$ cat src/rtl/i2s_adc_receiver_pkg.sv
// Shared types and defaults for the I2S ADC receive path.
package i2s_adc_receiver_pkg;

   localparam int WIDTH_DEFAULT       = 16;
   localparam int SYNC_STAGES_DEFAULT = 2;

   typedef enum logic [1:0] {
      ST_ALIGN = 2'd0,
      ST_DELAY = 2'd1,
      ST_SHIFT = 2'd2,
      ST_HOLD  = 2'd3
   } rx_state_t;

   typedef enum logic {
      CH_L = 1'b0,
      CH_R = 1'b1
   } channel_t;

   function automatic logic is_falling(input logic prev, input logic cur);
      return prev & ~cur;
   endfunction

endpackage

$ cat src/rtl/i2s_adc_receiver_sync_edge.sv
// Brings bclk and its companion serial lines into the clk domain; flags sync'd bclk rises.
module i2s_adc_receiver_sync_edge
   import i2s_adc_receiver_pkg::*;
#(
   parameter int SYNC_STAGES = SYNC_STAGES_DEFAULT,
   parameter int DATA_BITS   = 2
) (
   input  logic                 clk,
   input  logic                 reset,
   input  logic                 edge_in,
   input  logic [DATA_BITS-1:0] data_in,
   output logic                 edge_rise,
   output logic [DATA_BITS-1:0] data_out
);

   logic [SYNC_STAGES-1:0] edge_sync_reg;
   logic                   edge_prev_reg;
   logic [SYNC_STAGES-1:0] data_sync_reg [DATA_BITS];

   always_ff @(posedge clk) begin
      if (!reset) begin
         edge_sync_reg <= '0;
         edge_prev_reg <= 1'b0;
      end else begin
         edge_sync_reg <= {edge_sync_reg[SYNC_STAGES-2:0], edge_in};
         edge_prev_reg <= edge_sync_reg[SYNC_STAGES-1];
      end
   end

   assign edge_rise = edge_sync_reg[SYNC_STAGES-1] & ~edge_prev_reg;

   // Data lanes share the same depth so they stay aligned with the bclk rise flag.
   generate
      for (genvar gi = 0; gi < DATA_BITS; gi++) begin : g_lane
         always_ff @(posedge clk) begin
            if (!reset) begin
               data_sync_reg[gi] <= '0;
            end else begin
               data_sync_reg[gi] <= {data_sync_reg[gi][SYNC_STAGES-2:0], data_in[gi]};
            end
         end
         assign data_out[gi] = data_sync_reg[gi][SYNC_STAGES-1];
      end
   endgenerate

endmodule

$ cat src/rtl/i2s_adc_receiver.sv
// Deserialises I2S ADC data into stereo frames in the CLOCK_50 domain with a valid/ready output.
module i2s_adc_receiver
   import i2s_adc_receiver_pkg::*;
#(
   parameter int WIDTH       = WIDTH_DEFAULT,
   parameter int SYNC_STAGES = SYNC_STAGES_DEFAULT
) (
   input  logic             clk,
   input  logic             reset,
   input  logic             bclk,
   input  logic             adclrck,
   input  logic             adcdat,
   output logic [WIDTH-1:0] left_sample,
   output logic [WIDTH-1:0] right_sample,
   output logic             sample_valid,
   input  logic             sample_ready,
   output logic             overrun,
   output logic             frame_error
);

   localparam int CNT_W = (WIDTH > 1) ? $clog2(WIDTH) : 1;

   logic             bclk_rise;
   logic             lrck_s;
   logic             dat_s;

   rx_state_t        state_reg;
   channel_t         ch_reg;
   logic [CNT_W-1:0] bit_cnt_reg;
   logic [WIDTH-1:0] shift_reg;
   logic [WIDTH-1:0] left_capt_reg;
   logic             left_ok_reg;
   logic             lrck_prev_reg;
   logic             frame_error_reg;

   logic [WIDTH-1:0] left_sample_reg;
   logic [WIDTH-1:0] right_sample_reg;
   logic             valid_reg;
   logic             overrun_reg;

   logic             lrck_edge;
   logic             lrck_fall;
   logic             last_bit;
   logic             frame_done;
   logic [WIDTH-1:0] shift_next;

   i2s_adc_receiver_sync_edge #(
      .SYNC_STAGES (SYNC_STAGES),
      .DATA_BITS   (2)
   ) u_sync (
      .clk       (clk),
      .reset     (reset),
      .edge_in   (bclk),
      .data_in   ({adcdat, adclrck}),
      .edge_rise (bclk_rise),
      .data_out  ({dat_s, lrck_s})
   );

   always_comb begin
      lrck_edge  = bclk_rise && (lrck_s != lrck_prev_reg);
      lrck_fall  = bclk_rise && is_falling(lrck_prev_reg, lrck_s);
      shift_next = {shift_reg[WIDTH-2:0], dat_s};
      last_bit   = (bit_cnt_reg == CNT_W'(WIDTH - 1));
      frame_done = bclk_rise && (state_reg == ST_SHIFT) && !lrck_edge && last_bit &&
                   (ch_reg == CH_R) && left_ok_reg;
   end

   always_ff @(posedge clk) begin
      if (!reset) begin
         state_reg       <= ST_ALIGN;
         ch_reg          <= CH_L;
         bit_cnt_reg     <= '0;
         shift_reg       <= '0;
         left_capt_reg   <= '0;
         left_ok_reg     <= 1'b0;
         lrck_prev_reg   <= 1'b0;
         frame_error_reg <= 1'b0;
      end else begin
         frame_error_reg <= 1'b0;
         if (bclk_rise) begin
            lrck_prev_reg <= lrck_s;
            case (state_reg)
               ST_ALIGN: begin
                  if (lrck_fall) begin
                     state_reg   <= ST_DELAY;
                     ch_reg      <= CH_L;
                     left_ok_reg <= 1'b0;
                  end
               end
               ST_DELAY: begin
                  // Any abort also voids a pending left, so a cut-short left drops its right too.
                  if (lrck_edge) begin
                     frame_error_reg <= 1'b1;
                     ch_reg          <= channel_t'(lrck_s);
                     left_ok_reg     <= 1'b0;
                  end else begin
                     state_reg   <= ST_SHIFT;
                     bit_cnt_reg <= '0;
                     shift_reg   <= '0;
                  end
               end
               ST_SHIFT: begin
                  if (lrck_edge) begin
                     frame_error_reg <= 1'b1;
                     state_reg       <= ST_DELAY;
                     ch_reg          <= channel_t'(lrck_s);
                     left_ok_reg     <= 1'b0;
                  end else begin
                     shift_reg <= shift_next;
                     if (last_bit) begin
                        state_reg <= ST_HOLD;
                        if (ch_reg == CH_L) begin
                           left_capt_reg <= shift_next;
                           left_ok_reg   <= 1'b1;
                        end else begin
                           left_ok_reg <= 1'b0;
                        end
                     end else begin
                        bit_cnt_reg <= bit_cnt_reg + CNT_W'(1);
                     end
                  end
               end
               ST_HOLD: begin
                  if (lrck_edge) begin
                     state_reg <= ST_DELAY;
                     ch_reg    <= channel_t'(lrck_s);
                     if (!lrck_s) begin
                        left_ok_reg <= 1'b0;
                     end
                  end
               end
               default: state_reg <= ST_ALIGN;
            endcase
         end
      end
   end

   // A completed frame lands only if the output slot is empty or being emptied this cycle.
   always_ff @(posedge clk) begin
      if (!reset) begin
         left_sample_reg  <= '0;
         right_sample_reg <= '0;
         valid_reg        <= 1'b0;
         overrun_reg      <= 1'b0;
      end else begin
         if (frame_done) begin
            if (!valid_reg || sample_ready) begin
               left_sample_reg  <= left_capt_reg;
               right_sample_reg <= shift_next;
               valid_reg        <= 1'b1;
            end else begin
               overrun_reg <= 1'b1;
            end
         end else if (valid_reg && sample_ready) begin
            valid_reg <= 1'b0;
         end
      end
   end

   assign left_sample  = left_sample_reg;
   assign right_sample = right_sample_reg;
   assign sample_valid = valid_reg;
   assign overrun      = overrun_reg;
   assign frame_error  = frame_error_reg;

endmodule

$ cat config.mk
export PLATFORM = sky130hd
export DESIGN_NAME = i2s_adc_receiver
export DESIGN_NICKNAME = d
export VERILOG_FILES = /design/src/rtl/i2s_adc_receiver_pkg.sv /design/src/rtl/i2s_adc_receiver_sync_edge.sv /design/src/rtl/i2s_adc_receiver.sv
export SDC_FILE = /design/constraint.sdc
export NUM_CORES = 1
export LEC_CHECK = 0
export BUFFER_PORTS_ARGS = -buffer_cell sky130_fd_sc_hd__buf_2
export CAP_MARGIN = 5
export CELL_PAD_IN_SITES_DETAIL_PLACEMENT = 0
export CELL_PAD_IN_SITES_GLOBAL_PLACEMENT = 1
export CORE_ASPECT_RATIO = 0.9
export CORE_MARGIN = 2
export CORE_UTILIZATION = 42
export CTS_CLUSTER_SIZE = 12
export DETAILED_ROUTE_END_ITERATION = 12
export PLACE_DENSITY = 0.84
export RECOVER_POWER = 100
export SYNTH_ARGS = -nofsm -noshare
export SYNTH_HDL_FRONTEND = slang
export SYNTH_SLANG_ARGS = --single-unit
$ cat constraint.sdc
create_clock -name clk -period 2.7 [get_ports clk]
set_input_delay 0.135 -clock clk [delete_from_list [all_inputs] [get_ports clk]]
set_output_delay 0.135 -clock clk [all_outputs]
set_load 0.01 [all_outputs]
==> results.json, run 1 <==
{
  "postCtsSetupBuffers": 0,
  "drt_iter0_markers": 154,
  "start_kind": "flop",
  "place_hpwl_um": 4230,
  "clock_latency_ns": 0.35,
  "maxSlewHeadroom_pct": -8.86,
  "cts-buffers-inserted": 9,
  "worst_pin_slew_ns": 1.63,
  "arrival_ns": 2.47,
  "status": "finished, violations left",
  "area_delta_synth_final_pct": 14.3,
  "routedWlPerCell_um": 12.8,
  "drt_wl_total_um": 6570,
  "slowest_delay_ns": 0.48,
  "hold_violations": 0,
  "htree_levels": 3,
  "period_needed_ns": 2.20,
  "crit_family": "simple AND/OR/NAND/NOR gates",
  "io_buffer_count": 40,
  "clockBufferDepth": 2,
  "fp.dieH_um": 86.4,
  "post_cts_resized": 0,
  "crit_path_end_kind": "flop",
  "ctsHoldBuffers": 3,
  "die_width_um": 95.6,
  "clk_pin_slew_ns": 0.08,
  "grt-ovfl-total": 0,
  "cts_tree": "yes",
  "crit_buf_inv": 2,
  "grt_pass1_wl_um": 10900,
  "cts.sinks": 82,
  "drv_slew": 96,
  "num_io_pins": 41,
  "hold_slack_ns": 0.111,
  "synth.cell_area_mm2": 0.00317,
  "coreArea_mm2": 0.00743,
  "yosysSeqAreaShare_pct": 51.8,
  "synth.avg_cell_area_um2": 8.34,
  "num_antenna_cells": 0,
  "grtUsageTotal_pct": 16.8,
  "critPathSlowestCell": "nor4_1",
  "setup-tns-final_ns": 0,
  "synth_cells": 380,
  "grt_pass1_vias": 2334,
  "vias": 2626,
  "cp.required_ns": 2.97,
  "drive_above_1_share_pct": 6.94,
  "multi_input_area_mm2": 0.00135,
  "syn_nets": 394,
  "regArea_mm2": 0.00164,
  "ant_nets": 0,
  "finClkSkew_ns": 0.00870,
  "start_util_pct": 42.6,
  "fin_crit_sh_pct": 81.6,
  "root_buffer": "clkbuf_8",
  "fill_cells": 764,
  "final-setup-viol-count": 0,
  "post-route-drc-count": 0,
  "critical_path_class": "reg -> reg",
  "timing.fmax_ghz": 0.454,
  "firstDrtPassIters": 4,
  "crit_path_max_fanout": 31,
  "hp-class": "in -> reg",
  "leakage_uw": 0.00121,
  "max-cap-violations": 1,
  "rsz0062_at_grt": "false",
  "place_congestion": 0.769,
  "finalNetCount": 427,
  "fp.dieArea_mm2": 0.00826,
  "via_per_inst": 5.11,
  "cp_cell_sequence": "inv_1 -> ha_1 -> nand3b_1 -> nor4_1 -> buf_4 -> nand3_1 -> o21ai_0",
  "rows": 30,
  "power.total_uw": 2350,
  "ys_ff_latch": 82,
  "yosysWarnings": 0,
  "vdd.ir_drop.worst_uv": 327,
  "violations": "max-capacitance violations, max-slew violations",
  "synth_cell_types": 34,
  "power.density_mw_per_mm2": 648,
  "grt_max_degree": 96,
  "antenna_found_initial": 0
}
==> stage by stage <==
step | util [%] | cells | setup WS (ns) | instance area (um^2)
after floorplan | - | 380 | 0.799 | 3170
after global placement | 46.1 | 495 | 0.684 | 3430
after detailed placement | 46.1 | 495 | 0.611 | 3430
after CTS | 49.9 | 514 | 0.603 | 3710
after global routing | 48.8 | 514 | 0.261 | 3620
final | 48.8 | 514 | 0.498 | 3620
==> cell type report <==
class / instances / area share, %
flip-flops and latches: 82 / 45.3
multi-input cells: 263 / 37.2
repair buffers: 51 / 6.66
clock buffers: 10 / 3.80
well taps: 96 / 3.31
clock inverters: 6 / 3.11
inverters: 6 / 0.622
==> worst register-to-register path: stages (launching register included) <==
cell and delay [ns]:
dfxtp_1 0.35, inv_1 0.06, ha_1 0.38, nand3b_1 0.20
nor4_1 0.48, buf_4 0.37, nand3_1 0.12, o21ai_0 0.16
==> power breakdown <==
part | leakage [uW] | internal (uW) | switching [uW]
sequential | 0.000661 | 1210 | 2.54
combinational | 0.000422 | 12.6 | 37.2
clock | 0.000127 | 643 | 440
total | 0.00121 | 1870 | 480
==> synth_stat cells <==
master	count	share of area, %
inv_1	6	0.71
buf_1	1	0.12
o21a_1	1	0.24
nand4_1	2	0.39
o21ai_1	8	1.3
clkbuf_2	3	0.47
nand2b_1	1	0.20
nor2_1	9	1.1
a2111o_1	1	0.36
nand2_1	67	7.9
dfxtp_1	82	52
a211oi_1	1	0.24
nor4_4	1	0.67
a21o_1	1	0.24
nor4_1	1	0.20
a21oi_1	24	3.8
nor3_1	4	0.63
mux2i_1	1	0.32
nor2b_1	3	0.59
and2_1	7	1.4
buf_6	3	1.1
o21ai_0	47	7.4
o31ai_1	1	0.24
clkbuf_1	19	2.3
buf_2	3	0.47
o311a_1	1	0.32
a2111oi_0	1	0.28
nand3b_2	1	0.36
ha_1	8	3.2
and3b_1	1	0.28
o41a_1	1	0.36
and3_1	1	0.20
nand3_1	68	11
nand4b_1	1	0.28
==> logic make-up (layout without fill, tap and decap cells) <==
family | after synthesis | in the layout | synth area share, %
mux | 1 | 1 | 0.316
fa+ha+maj | 8 | 8 | 3.16
compound gates | 87 | 87 | 14.7
buf+inv | 35 | 73 | 5.09
flops | 82 | 82 | 51.8
simple gates | 167 | 167 | 24.9
==> cells in the final DEF (no fill, tap or decap), drive strengths merged, types with 2 or more instances in the layout <==
master / instances
a21oi: 24
dlygate4sd3: 3
o21ai: 55
nand3: 68
clkbuf: 47
and2: 7
clkinv: 2
nor2: 9
nand2: 67
ha: 8
bufinv: 3
nand4: 2
nor4: 2
buf: 11
nor3: 4
nor2b: 3
inv: 7
dfxtp: 82
==> routing by layer <==
metal  global-route usage [%]  part of all wire [%]  wire, um  up-vias
li1                         -                     -         -     1373
met1                     22.6                    49      3200     1205
met2                     25.6                    46      3050       44
met3                     4.43                   4.0       265        4
met4                     7.14                  0.78        51        0
met5                        0                     0         0        -
==> path summary, 6_finish.rpt <==
path                                                  from                          to  slack, ns  cells after the start
worst max-delay path            u_sync.data_sync_reg[0][1]             left_sample[15]       0.50                      7
worst min register to register  u_sync.data_sync_reg[1][0]  u_sync.data_sync_reg[1][1]       0.44                      1
worst min-delay path                          sample_ready                sample_valid       0.11                      4
worst max register to register  u_sync.data_sync_reg[0][1]             left_sample[15]       0.50                      7
(Power assumes the default switching activity.)
==> run 2: changes to the inputs <==
- ABC_AREA: not set -> 1
- CORE_UTILIZATION: 42 -> 38
- PLACE_DENSITY: 0.84 -> 0.81
- clock period: 2.7 -> 1.9 ns (I/O delays scaled with it)
==> run 2 against run 1 <==
Compared with the run above:
- the flow now finishes without violations
- final area rose by 3.8%
- combinational power rose by 33%
- synthesized area rose by 1.4%
- worst hold slack got worse by 0.048 ns
- sequential cell count did not move
- register-to-register slack got worse by 0.30 ns
- sequential share of layout area fell by 1.6 points
- routed wire length rose by 7.4%
- core utilization fell by 2.6 points
- total power rose by 37%
- critical path type unchanged
- critical endpoint is now left_sample[4]
- largest cell class unchanged
- largest power group unchanged
- highest routed layer unchanged
==> results.json, run 2 <==
{
  "start_kind": "flop",
  "post-route-drc-count": 0,
  "vdd.ir_drop.worst_uv": 440,
  "routedWlPerCell_um": 12.6,
  "root_buffer": "clkbuf_8",
  "clockBufferDepth": 2,
  "htree_levels": 3,
  "rows": 31,
  "synth_cells": 412,
  "synth.cell_area_mm2": 0.00321,
  "fp.dieArea_mm2": 0.00921,
  "ys_ff_latch": 82,
  "layout_commonest_cell": "nand2_1",
  "leakage_uw": 0.00144,
  "grt_pass1_vias": 2608,
  "place_hpwl_um": 4650,
  "dp.cells": 542,
  "postCtsSetupBuffers": 0,
  "power.density_mw_per_mm2": 853,
  "setup-tns-final_ns": 0,
  "ant_nets": 0,
  "die_width_um": 101,
  "r2r_cells": 8,
  "r2r-end": "left_sample[4]",
  "finalNetCount": 471,
  "period_needed_ns": 1.70,
  "grt-ovfl-total": 0,
  "layout_common_cells": "96 x nand2_1, 82 x dfxtp_1, 55 x a21oi_1, 46 x nor2_1, 36 x clkbuf_1",
  "start_util_pct": 39.5,
  "via_per_inst": 4.99,
  "final-setup-viol-count": 0,
  "antenna_found_initial": 0,
  "final_util_pct": 46.2,
  "status": "complete, no violations",
  "critical_path_class": "reg -> reg",
  "cts_tree": "yes",
  "grt_pass1_wl_um": 12200,
  "fp.dieH_um": 91.3,
  "vias": 2798,
  "timing.fmax_ghz": 0.587,
  "post_cts_resized": 0,
  "synth.avg_cell_area_um2": 7.80,
  "drt_iter0_markers": 155,
  "crit_path_end_kind": "flop",
  "clk_pin_slew_ns": 0.09,
  "reg2reg_from": "u_sync.data_sync_reg[0][1]",
  "finClkSkew_ns": 0.00998,
  "clock_latency_ns": 0.34,
  "hold_slack_ns": 0.0630,
  "crit_path_max_fanout": 32,
  "yosysSeqAreaShare_pct": 51.1,
  "coreArea_mm2": 0.00815,
  "area_delta_synth_final_pct": 17.0,
  "reg2reg_slack_ns": 0.20,
  "grtUsageTotal_pct": 16.5,
  "fill_cells": 861,
  "fin_crit_sh_pct": 89.7,
  "drive_above_1_share_pct": 10.2,
  "num_io_pins": 41,
  "hold_start": "reset",
  "arrival_ns": 1.98,
  "grt_max_degree": 52,
  "ctsHoldBuffers": 3,
  "num_antenna_cells": 0,
  "firstDrtPassIters": 4,
  "cts-buffers-inserted": 9,
  "cp.required_ns": 2.18,
  "max-cap-violations": 0,
  "place_congestion": 0.835,
  "synth_top_area_share_pct": 51.1,
  "synth_area_leader_cell": "dfxtp_1",
  "drt_wl_total_um": 7060,
  "synth-edff-count": 0,
  "io_buffer_count": 40,
  "synth_common_cells": "96 x nand2_1, 82 x dfxtp_1, 55 x a21oi_1",
  "yosys_most_used_dff": "dfxtp_1",
  "stdcell_count": 561,
  "yosysWarnings": 0,
  "synth.most_common_cell": "nand2_1",
  "hold_depth": 3,
  "synth_cell_types": 25,
  "drv_slew": 0,
  "syn_nets": 426,
  "rsz0062_at_grt": "false",
  "cts.sinks": 82,
  "async_flop_share_pct": 0,
  "hold_violations": 0,
  "maxSlewHeadroom_pct": 64.7,
  "hold_end": "u_sync.data_sync_reg[0][1]",
  "hp-class": "in -> reg",
  "synth_area_leaders": "dfxtp_1 51%, nand2_1 11%, a21oi_1 8.6%",
  "worst_pin_slew_ns": 0.530
}
-- run 2: changes by cell type after synthesis, sizes merged, moves of 3 or more --
| cell | change |
|---|---|
| and2 | -7 |
| a21oi | +31 |
| o21ai | -36 |
| inv | +20 |
| clkbuf | -6 |
| nand2 | +30 |
| nor3 | -3 |
| nor2b | -3 |
| nand3 | -59 |
| nor2 | +43 |
| nand4 | +32 |
-- run 2: worst max-delay path by stage --
stage          slack [ns]  cells past startpoint           endpoint                  startpoint
2_1_floorplan        0.21                     10  left_capt_reg[10]                state_reg[0]
3_3_place_gp         0.21                      7       shift_reg[0]                state_reg[0]
3_5_place_dp         0.21                      8     left_sample[4]  u_sync.data_sync_reg[0][1]
4_1_cts              0.18                      8     left_sample[4]  u_sync.data_sync_reg[0][1]
5_1_grt              0.02                     10       state_reg[1]  u_sync.data_sync_reg[0][1]
6_report             0.20                      8     left_sample[4]  u_sync.data_sync_reg[0][1]
-- run 2: area by class of cell --
class	count	area, um^2	share of cell area, %
Timing Repair Buffer	58	305	8.12
Tap cell	99	124	3.29
Clock inverter	7	98.8	2.63
Sequential cell	82	1640	43.7
Multi-Input combinational cell	279	1370	36.3
Clock buffer	9	124	3.29
Inverter	27	101	2.70
-- run 2: layer usage --
metal / wire (um) / global-route usage [%] / share of wire (%)
met4: 43 / 3.94 / 0.61
met3: 378 / 5.08 / 5.4
met1: 3660 / 23.2 / 52
met5: 0 / 0 / 0
met2: 2980 / 24.7 / 42
-- run 2: critical path, stage by stage, from the launching register on --
cell and delay [ns]:
dfxtp_1 0.34, inv_1 0.07, ha_1 0.36, nand2_1 0.18, nor2_4 0.06, nand3_1 0.06
buf_4 0.32, nand2_1 0.10, a21oi_1 0.14
-- run 2: per-stage QoR --
| stage | worst slack (ns) | area (um^2) | total power [uW] |
|---|---|---|---|
| global placement | 0.214 | 3560 | 1830 |
| detailed placement | 0.213 | 3560 | 1830 |
| CTS | 0.180 | 3810 | 3240 |
| floorplan | 0.213 | 3210 | 1810 |
| global route | 0.0199 | 3760 | 3320 |
| finish | 0.196 | 3760 | 3210 |
-- run 2: kinds of logic (layout without fill, tap and decap cells) --
family	Yosys count	in the layout	synth area share [%]
AND/OR/NAND/NOR	194	194	27.1
flip-flops	82	82	51.1
AO/OA/AOI/OAI	77	77	12.4
buffers and inverters	51	101	6.31
adder cells (fa/ha/maj)	8	8	3.11
-- run 2: power breakdown --
| group | internal (uW) | switching (uW) |
|---|---|---|
| sequential | 1720 | 4.89 |
| combinational | 20.6 | 45.5 |
| clock | 752 | 661 |
